$ cat config.mk
export PLATFORM = sky130hd
export DESIGN_NAME = axi_read_arbiter
export DESIGN_NICKNAME = d
export VERILOG_FILES = /design/src/rtl/axi_read_arbiter.sv
export SDC_FILE = /design/constraint.sdc
export NUM_CORES = 1
export LEC_CHECK = 0
export ABC_AREA = 0
export CAP_MARGIN = 25
export CORE_MARGIN = 8
export CORE_UTILIZATION = 35
export CTS_CLUSTER_DIAMETER = 120
export DETAILED_ROUTE_END_ITERATION = 12
export PLACE_DENSITY = 0.68
export SYNTH_ARGS = -nofsm -noshare
export SYNTH_HDL_FRONTEND = slang
export SYNTH_SLANG_ARGS = --single-unit
$ cat constraint.sdc
create_clock -name Clk -period 12.3 [get_ports Clk]
set_clock_uncertainty 0.2 [all_clocks]
set_input_delay 3.69 -clock Clk [delete_from_list [all_inputs] [get_ports Clk]]
set_output_delay 3.69 -clock Clk [all_outputs]
set_load 0.01 [all_outputs]
$ cat src/rtl/axi_read_arbiter.sv
// Round-robin arbiter sharing one AXI read channel between ICache and DCache.
// One AR at a time; the R burst is gathered into a line buffer and returned with a one-cycle pulse.
module axi_read_arbiter #(
   parameter int         ILINE_BEATS = 8,
   parameter int         DLINE_BEATS = 4,
   parameter logic [3:0] I_ID        = 4'd0,
   parameter logic [3:0] D_ID        = 4'd1
) (
   input  logic         Clk,
   input  logic         Rest,
   input  logic         IReq,
   input  logic         IUncache,
   input  logic [31:0]  IAddr,
   output logic         IGrant,
   output logic         IRespValid,
   input  logic         DReq,
   input  logic         DUncache,
   input  logic [31:0]  DAddr,
   output logic         DGrant,
   output logic         DRespValid,
   output logic [255:0] RespData,
   output logic         RespErr,
   output logic         Busy,
   output logic [3:0]   Arid,
   output logic [31:0]  Araddr,
   output logic [7:0]   Arlen,
   output logic [2:0]   Arsize,
   output logic [1:0]   Arburst,
   output logic         Arvalid,
   input  logic         Arready,
   input  logic [3:0]   Rid,
   input  logic [31:0]  Rdata,
   input  logic [1:0]   Rresp,
   input  logic         Rlast,
   input  logic         Rvalid,
   output logic         Rready
);

   typedef enum logic [1:0] {IDLE, ARREQ, RDATA, RESP} state_e;

   state_e           state_q, state_d;
   logic             owner_q, owner_d;   // 1 = DCache
   logic             last_q, last_d;     // 1 = DCache was granted last
   logic [31:0]      addr_q, addr_d;
   logic [3:0]       exp_q, exp_d;
   logic [3:0]       cnt_q, cnt_d;
   logic             err_q, err_d;
   logic [7:0][31:0] buf_q, buf_d;
   logic [3:0]       own_id;
   logic             unc;

   assign own_id = owner_q ? D_ID : I_ID;

   always_comb begin
      state_d = state_q;
      owner_d = owner_q;
      last_d  = last_q;
      addr_d  = addr_q;
      exp_d   = exp_q;
      cnt_d   = cnt_q;
      err_d   = err_q;
      buf_d   = buf_q;
      unc     = 1'b0;
      case (state_q)
         IDLE: begin
            if (IReq | DReq) begin
               // DCache wins a tie only when ICache was served last
               owner_d = DReq & (~IReq | ~last_q);
               addr_d  = owner_d ? DAddr : IAddr;
               unc     = owner_d ? DUncache : IUncache;
               exp_d   = unc ? 4'd1 : (owner_d ? 4'(DLINE_BEATS) : 4'(ILINE_BEATS));
               cnt_d   = '0;
               err_d   = 1'b0;
               buf_d   = '0;
               state_d = ARREQ;
            end
         end
         ARREQ: begin
            if (Arready) begin
               last_d  = owner_q;
               state_d = RDATA;
            end
         end
         RDATA: begin
            if (Rvalid) begin
               if (cnt_q < exp_q) begin
                  buf_d[cnt_q[2:0]] = Rdata;
                  cnt_d             = cnt_q + 4'd1;
               end else begin
                  err_d = 1'b1;
               end
               if (Rresp != 2'b00 || Rid != own_id) err_d = 1'b1;
               if (Rlast) begin
                  if ({1'b0, cnt_q} + 5'd1 != {1'b0, exp_q}) err_d = 1'b1;
                  state_d = RESP;
               end
            end
         end
         RESP:    state_d = IDLE;
         default: state_d = IDLE;
      endcase
   end

   always_ff @(posedge Clk or posedge Rest) begin
      if (Rest) begin
         state_q <= IDLE;
         owner_q <= 1'b0;
         last_q  <= 1'b1;
         addr_q  <= '0;
         exp_q   <= '0;
         cnt_q   <= '0;
         err_q   <= 1'b0;
         buf_q   <= '0;
      end else begin
         state_q <= state_d;
         owner_q <= owner_d;
         last_q  <= last_d;
         addr_q  <= addr_d;
         exp_q   <= exp_d;
         cnt_q   <= cnt_d;
         err_q   <= err_d;
         buf_q   <= buf_d;
      end
   end

   assign Arvalid    = (state_q == ARREQ);
   assign Araddr     = addr_q;
   assign Arid       = own_id;
   assign Arlen      = {4'b0, exp_q - 4'd1};
   assign Arsize     = 3'b010;
   assign Arburst    = 2'b01;
   assign Rready     = (state_q == RDATA);
   assign IGrant     = Arvalid & Arready & ~owner_q;
   assign DGrant     = Arvalid & Arready & owner_q;
   assign IRespValid = (state_q == RESP) & ~owner_q;
   assign DRespValid = (state_q == RESP) & owner_q;
   assign RespData   = buf_q;
   assign RespErr    = err_q;
   assign Busy       = (state_q != IDLE);

endmodule

==> results by group, run 1 <==
Place
  – Final HPWL DP: 29,700 um
  – Port Buffer Count: 411
  – GPL Wtd Cong: 0.769
  – Dpl cells: 1,652
  – Pre-CTS setup slack: 3470 ps

Final layout
  – N_diodes: 0
  – Area delta synth->final: 49.1%
  – Layout Cells excl Fill: 1,714
  – Final #Nets: 1,361
  – Fraction of final layout cells sized beyond drive strength 1: 8.06%
  – Core Util, Final: 52.6%

Routing
  – Pre-antenna DRT Iters: 5
  – Drt total wl: 42,300 um
  – DR vias/cell: 5.30
  – Average wire per standard cell: 24.7 um
  – DRT iter0 DRCs: 469
  – DRT antenna net count: 0
  – DRC viols: 0
  – Vias: 9,089

STA
  – RSZ-0062 raised after global routing: no
  – Max_slew headroom: 35.7%
  – Endpoints failing hold: 0
  – Setup violators final: 0
  – Setup TNS: 0 ps
  – Final period util: 71.7%
  – Min cycle time layout: 8820 ps
  – Least-Margin Pin Slew: 957 ps
  – Worst setup margin: 3480 ps
  – Max Slew Vio Count: 0
  – Fmax: 0.113 GHz

Floorplanning
  – Initial Util: 35.3%
  – DIE AREA: 39,800 um^2
  – Core area: 33,400 um^2
  – Die Ht: 199 um
  – Die W: 199 um
  – Io pins: 424
  – Num rows: 67

Synth
  – Avg Cell Area, Syn: 13.5 um^2
  – Synth Register Bits: 300
  – Largest area contributor in the netlist: dfrtp_1
  – Area fraction in compound gates after synthesis: 22.8%
  – Sequential share of the synthesized area: 63.8%
  – Mux share of post-synthesis cell area: 2.39%
  – Most used DFF post-synth: dfrtp_1
  – Ys async rst share: 100%
  – YS warnings: 0
  – Largest family of logic cells by synthesized area: compound AO/OA/AOI/OAI gates
  – Simple-Gate Fraction of Synth Area: 3.81%
  – Post-Synth XOR/XNOR Area: 0.372%
  – Top post-synthesis cells by area: dfrtp_1 (64%), a22o_1 (19%), mux2i_1 (2.3%), o21ai_0 (1.5%), buf_2 (1.4%)
  – Synthesized-area fraction occupied by adder cells: 0.956%
  – Distinct cells, synth: 44
  – Share of the synthesized area in the top cell type: 63.5%
  – Netlist Area Pre-Place: 11,800 um^2
  – Synth Instances: 873
  – EDFF count, synth: 0

Clocking
  – CTS tree: built
  – CTS Root Cell: clkbuf_16
  – H-tree levels: 2
  – Post-CTS sizing: 0
  – CTS Hold Bufs: 0
  – CTS Buf Count: 34
  – Longest Clk Path Bufs: 3
  – Clock Sinks: 300
  – CTS clk-pin slew, worst paths: 60 ps
  – Post-CTS Setup Inserts: 0
  – Clk_lat worst skew: 500 ps

Power
  – Leak: 7.89 nW
  – Worst-case vdd ir drop: 0.114 mV
  – Power density cells: 205 nW/um^2

Worst setup path
  – Critical path's top delay family: buffers and inverters
  – Req. time, crit path: 8410 ps
  – CP max-delay cell: clkdlybuf4s50_1
  – Cell mode on critical path: clkdlybuf4s50_1
  – Critical path class: in2out
  – Crit path largest cell delay: 560 ps
  – Critical Path, Cell by Cell: clkdlybuf4s50_1 -> and3_1 -> clkdlybuf4s50_1
  – Nature of the critical path startpoint: input port
  – Worst EP arrival: 4930 ps
  – Buf+Inv Stages, Crit Path: 2
  – Critical path capture point type: output port
  – CP Max Fanout: 3

Flow run
  – Max Cap Violations: 0

Global routing
  – Largest net degree at the start of global routing: 175
  – First-pass GRT wire length: 62,900 um
  – All-layer global routing usage: 20.7%
  – Initial antenna violation count: 0
  – Vias in the first global route: 9,540
  – GRT overflow: 0

Status
  – Status: finished, final reports clean

Hold path
  – Hold WC Path Type: reg2reg
layout make-up:
| cell class | count | area [um^2] |
|---|---|---|
| timing repair buffer | 431 | 4410 |
| clock buffer | 46 | 987 |
| clock inverter | 15 | 254 |
| inverter | 20 | 82.6 |
| multi-input combinational | 454 | 3750 |
| fill | 2884 | 15800 |
| sequential | 300 | 7510 |
| tap | 448 | 561 |
through the flow:
stage                     instance area, um^2  hold WS, ps  power, W
after detailed placement                16300          270   0.00251
after global placement                  16100          260   0.00240
after global routing                    17600          306   0.00378
after CTS                               17500          283   0.00363
after floorplan                         11800          278   0.00182
final                                   17600          278   0.00360
flip-flops by register name (all words and copies together), names as in the netlist:
name and count:
owner_q 1, state_q 2, cnt_q 4, RespData 256, Araddr 32, RespErr 1
exp_q 3, last_q 1
worst paths after layout:
check / start / endpoint / slack (ps) / cells after the start
hold reg to reg: Araddr[1] / Araddr[1] / 280 / 2
max in group asynchronous: Rest / Araddr[5] / 6870 / 3
min in group asynchronous: Rest / RespData[127] / 3520 / 2
hold / removal: Araddr[1] / Araddr[1] / 280 / 2
setup / recovery: Arready / DGrant / 3480 / 3
setup reg to reg: cnt_q[0] / RespData[16] / 8650 / 7
metal layers:
layer | track usage (%) | vias to the layer above | wire length, um
li1 | - | 3968 | -
met1 | 27.2 | 4640 | 17300
met2 | 33.6 | 444 | 20200
met3 | 6.21 | 37 | 4190
met4 | 4.36 | 0 | 606
met5 | 0 | - | 0
where the power goes:
part / switching, W / internal (W) / total, W / leakage (nW)
clock: 0.000414 / 0.000695 / 0.00111 / 0.610
sequential: 0.000103 / 0.00113 / 0.00124 / 4.11
combinational: 0.000714 / 0.000541 / 0.00125 / 3.17
cells in the mapped netlist (4+ instances only):
cell type	instances
nand2_1	37
nor4_4	4
mux2i_1	27
buf_1	32
inv_1	20
o21ai_0	36
dfrtp_1	299
a22o_1	256
buf_4	14
nand3_1	4
a222oi_1	7
o21ai_1	9
nor2b_1	4
buf_6	14
clkbuf_1	16
buf_2	33
ha_1	9
nor2_1	5
worst min-delay path: stages (launching register included):
cell     delay [ps]
dfrtp_1         340
nand2_1          50
o21ai_0          60
kinds of logic (layout without fill, tap and decap cells):
| group | after synthesis | after routing |
|---|---|---|
| buffers and inverters | 129 | 512 |
| AND/OR/NAND/NOR | 74 | 74 |
| flip-flops | 300 | 300 |
| other | 2 | 12 |
| AO/OA/AOI/OAI | 326 | 326 |
| adder cells (fa/ha/maj) | 9 | 9 |
| XOR/XNOR | 5 | 5 |
| multiplexers | 28 | 28 |
cell usage in the layout (no fill, tap or decap), drive strengths merged, types with 3 or more instances in the layout:
| cell | count |
|---|---|
| clkinv | 4 |
| a21o | 3 |
| o21ai | 45 |
| a222oi | 7 |
| bufinv | 6 |
| and2 | 3 |
| a211oi | 3 |
| xnor2 | 3 |
| a2111oi | 5 |
| a22o | 256 |
| nand2 | 37 |
| inv | 24 |
| clkdlybuf4s50 | 411 |
| conb | 12 |
| nor2 | 5 |
| nor3 | 4 |
| ha | 9 |
| nor2b | 4 |
| mux2i | 27 |
| dfrtp | 299 |
| buf | 20 |
| nor4 | 5 |
| clkbuf | 46 |
| nand3 | 5 |
Note: power is estimated with default switching activity, not from simulation.
==> run 2, diff against run 1 <==
--- a/config.mk
+++ b/config.mk
@@ -11,7 +11,7 @@
 export CORE_UTILIZATION = 35
 export CTS_CLUSTER_DIAMETER = 120
 export DETAILED_ROUTE_END_ITERATION = 12
-export PLACE_DENSITY = 0.68
+export PLACE_DENSITY = 0.65
 export SYNTH_ARGS = -nofsm -noshare
 export SYNTH_HDL_FRONTEND = slang
 export SYNTH_SLANG_ARGS = --single-unit
==> constraint.sdc (replaced) <==
create_clock -name Clk -period 9 [get_ports Clk]
set_clock_uncertainty 0.2 [all_clocks]
set_input_delay 2.7 -clock Clk [delete_from_list [all_inputs] [get_ports Clk]]
set_output_delay 2.7 -clock Clk [all_outputs]
set_load 0.01 [all_outputs]
==> run 2 against run 1 <==
Effect of this change:
- first-iteration DRC count is 9.0% higher
- non-clock buffer count rose by 2
- sequential cell count stayed put
- combinational power grew 38%
- clock-buffer cell count rose by 3
==> results by group, run 2 (synthesis gave the netlist of run 1 again) <==
STA
  – RSZ-0062 raised after global routing: no
  – Final period util: 75.8%
  – Setup TNS: 0 ps (unchanged)
  – Endpoints failing hold: 0 (unchanged)
  – Min cycle time layout: 6820 ps
  – Least-Margin Pin Slew: 967 ps (+10.7 ps)
  – Max Slew Vio Count: 0 (unchanged)
  – Max_slew headroom: 35.5% (-0.24 points)
  – Fmax: 0.147 GHz
  – Setup violators final: 0 (unchanged)

Routing
  – Pre-antenna DRT Iters: 6 (+1)
  – Average wire per standard cell: 24.2 um (-2.1%)
  – DR vias/cell: 5.30 (about the same)
  – Vias: 9,082 (-0.077%)
  – Drt total wl: 41,400 um (-2.1%)
  – DRT antenna net count: 0 (unchanged)
  – DRT iter0 DRCs: 511 (+9.0%)
  – DRC viols: 0 (unchanged)

Global routing
  – All-layer global routing usage: 20.3% (-0.37 points)
  – Met3 usage: 6.11% (-0.10 points)
  – Vias in the first global route: 9,501 (-0.41%)
  – GRT overflow: 0 (unchanged)
  – M2 GR Usage: 32.2% (-1.4 points)
  – Initial antenna violation count: 1 (+1)
  – First-pass GRT wire length: 61,600 um (-2.1%)
  – Layer with the highest usage: met2
  – Met1 GRT Util: 26.9% (-0.38 points)
  – Largest net degree at the start of global routing: 187 (+6.9%)

Worst setup path
  – CP max-delay cell: clkdlybuf4s50_1
  – Crit path largest cell delay: 540 ps (-20 ps)
  – Req. time, crit path: 6100 ps (-2310 ps)
  – Worst EP arrival: 3920 ps (-1010 ps)
  – Buf+Inv Stages, Crit Path: 2 (unchanged)
  – CP Max Fanout: 3 (unchanged)
  – Cell mode on critical path: clkdlybuf4s50_1
  – Critical Path, Cell by Cell: clkdlybuf4s50_1 -> and3_1 -> clkdlybuf4s50_1
  – Critical path class: in2out
  – Nature of the critical path startpoint: input port
  – Critical path's top delay family: buffers and inverters
  – Critical path capture point type: output port

Clocking
  – Longest Clk Path Bufs: 3 (unchanged)
  – CTS Hold Bufs: 0 (unchanged)
  – Clk_lat worst skew: 500 ps (about the same)
  – CTS Buf Count: 34 (unchanged)
  – Clock Sinks: 300 (unchanged)
  – CTS clk-pin slew, worst paths: 60 ps (about the same)
  – Post-CTS Setup Inserts: 0 (unchanged)
  – H-tree levels: 2 (unchanged)
  – CTS tree: built
  – CTS Root Cell: clkbuf_16
  – Post-CTS sizing: 0 (unchanged)

Status
  – Status: finished, final reports clean

Place
  – Final HPWL DP: 29,300 um (-1.3%)
  – GPL Wtd Cong: 0.773 (+0.61%)
  – Port Buffer Count: 411 (unchanged)
  – Placed inst area: 16,200 um^2 (-0.27%)
  – Dpl cells: 1,651 (-0.061%)

Hold path
  – Hold WC Path Type: reg2reg

Final layout
  – Commonest non-fill, non-tap cells in the layout: clkdlybuf4s50_1 (411), dfrtp_1 (299), a22o_1 (256)
  – Final #Nets: 1,363 (+0.15%)
  – Post-Layout Inst Area: 17,400 um^2 (-0.73%)
  – N_diodes: 0 (unchanged)
  – Area of the multi-input gates: 3750 um^2 (unchanged)
  – Reg area: 7510 um^2 (unchanged)
  – Layout Cells excl Fill: 1,713 (-0.058%)
  – Max reg flops: 256 (unchanged)
  – Fraction of final layout cells sized beyond drive strength 1: 7.75% (-0.31 points)
  – # fillers: 2,919 (+1.2%)
  – Commonest non-fill, non-tap cell in the layout: clkdlybuf4s50_1
  – Area delta synth->final: 48.0%

Floorplanning
  – DIE AREA: 39,800 um^2 (unchanged)
  – Io pins: 424 (unchanged)
  – Die W: 199 um (unchanged)
  – Num rows: 67 (unchanged)
  – Initial Util: 35.3% (unchanged)
  – Core area: 33,400 um^2 (unchanged)
  – Die Ht: 199 um (unchanged)

Power
  – Leak: 7.83 nW (-0.87%)
  – Power density cells: 272 nW/um^2 (+33%)
  – Worst-case vdd ir drop: 0.176 mV (+55%)

Flow run
  – Max Cap Violations: 0 (unchanged)
run 2: layout make-up:
type,instances,area share (%)
inverter,20,0.452
tap,448,3.22
clock inverter,9,0.431
sequential,300,43.1
clock buffer,49,5.73
timing repair buffer,433,25.5
multi-input combinational,454,21.5
run 2: worst min-delay path: cells and delay by family (launching register included):
family             cells  cell delay, ps
DFF                    1             340
and+or+nand+nor        1              40
AOI/OAI and AO/OA      1              50
run 2: final timing paths:
path | depth (start not counted) | slack, ps | to | startpoint
setup / recovery | 3 | 2180 | DGrant | Arready
hold / removal | 2 | 270 | Araddr[14] | Araddr[14]
setup reg to reg | 7 | 5430 | RespData[32] | cnt_q[0]
hold reg to reg | 2 | 270 | Araddr[14] | Araddr[14]
max in group asynchronous | 4 | 4520 | RespData[166] | Rest
min in group asynchronous | 3 | 2660 | RespData[205] | Rest
run 2: routing by layer:
metal,share of wire [%],vias up
met5,0.031,-
met3,9.6,67
li1,-,3980
met4,2.5,2
met1,42,4611
met2,46,422
run 2: where the power goes:
group | total (W) | internal (W) | switching, W
combinational | 0.00173 | 0.000756 | 0.000970
sequential | 0.00169 | 0.00155 | 0.000140
clock | 0.00133 | 0.000777 | 0.000548
total | 0.00474 | 0.00308 | 0.00166
run 2: metrics by stage:
step / hold slack (ps) / setup WS, ps / total power (W) / util [%]
2_1_floorplan: 278 / 2110 / 0.00249 / -
6_report: 274 / 2180 / 0.00474 / 52.2
3_5_place_dp: 269 / 2180 / 0.00337 / 48.7
4_1_cts: 282 / 2170 / 0.00472 / 51.9
5_1_grt: 307 / 2120 / 0.00499 / 52.2
3_3_place_gp: 261 / 2170 / 0.00327 / 48.4
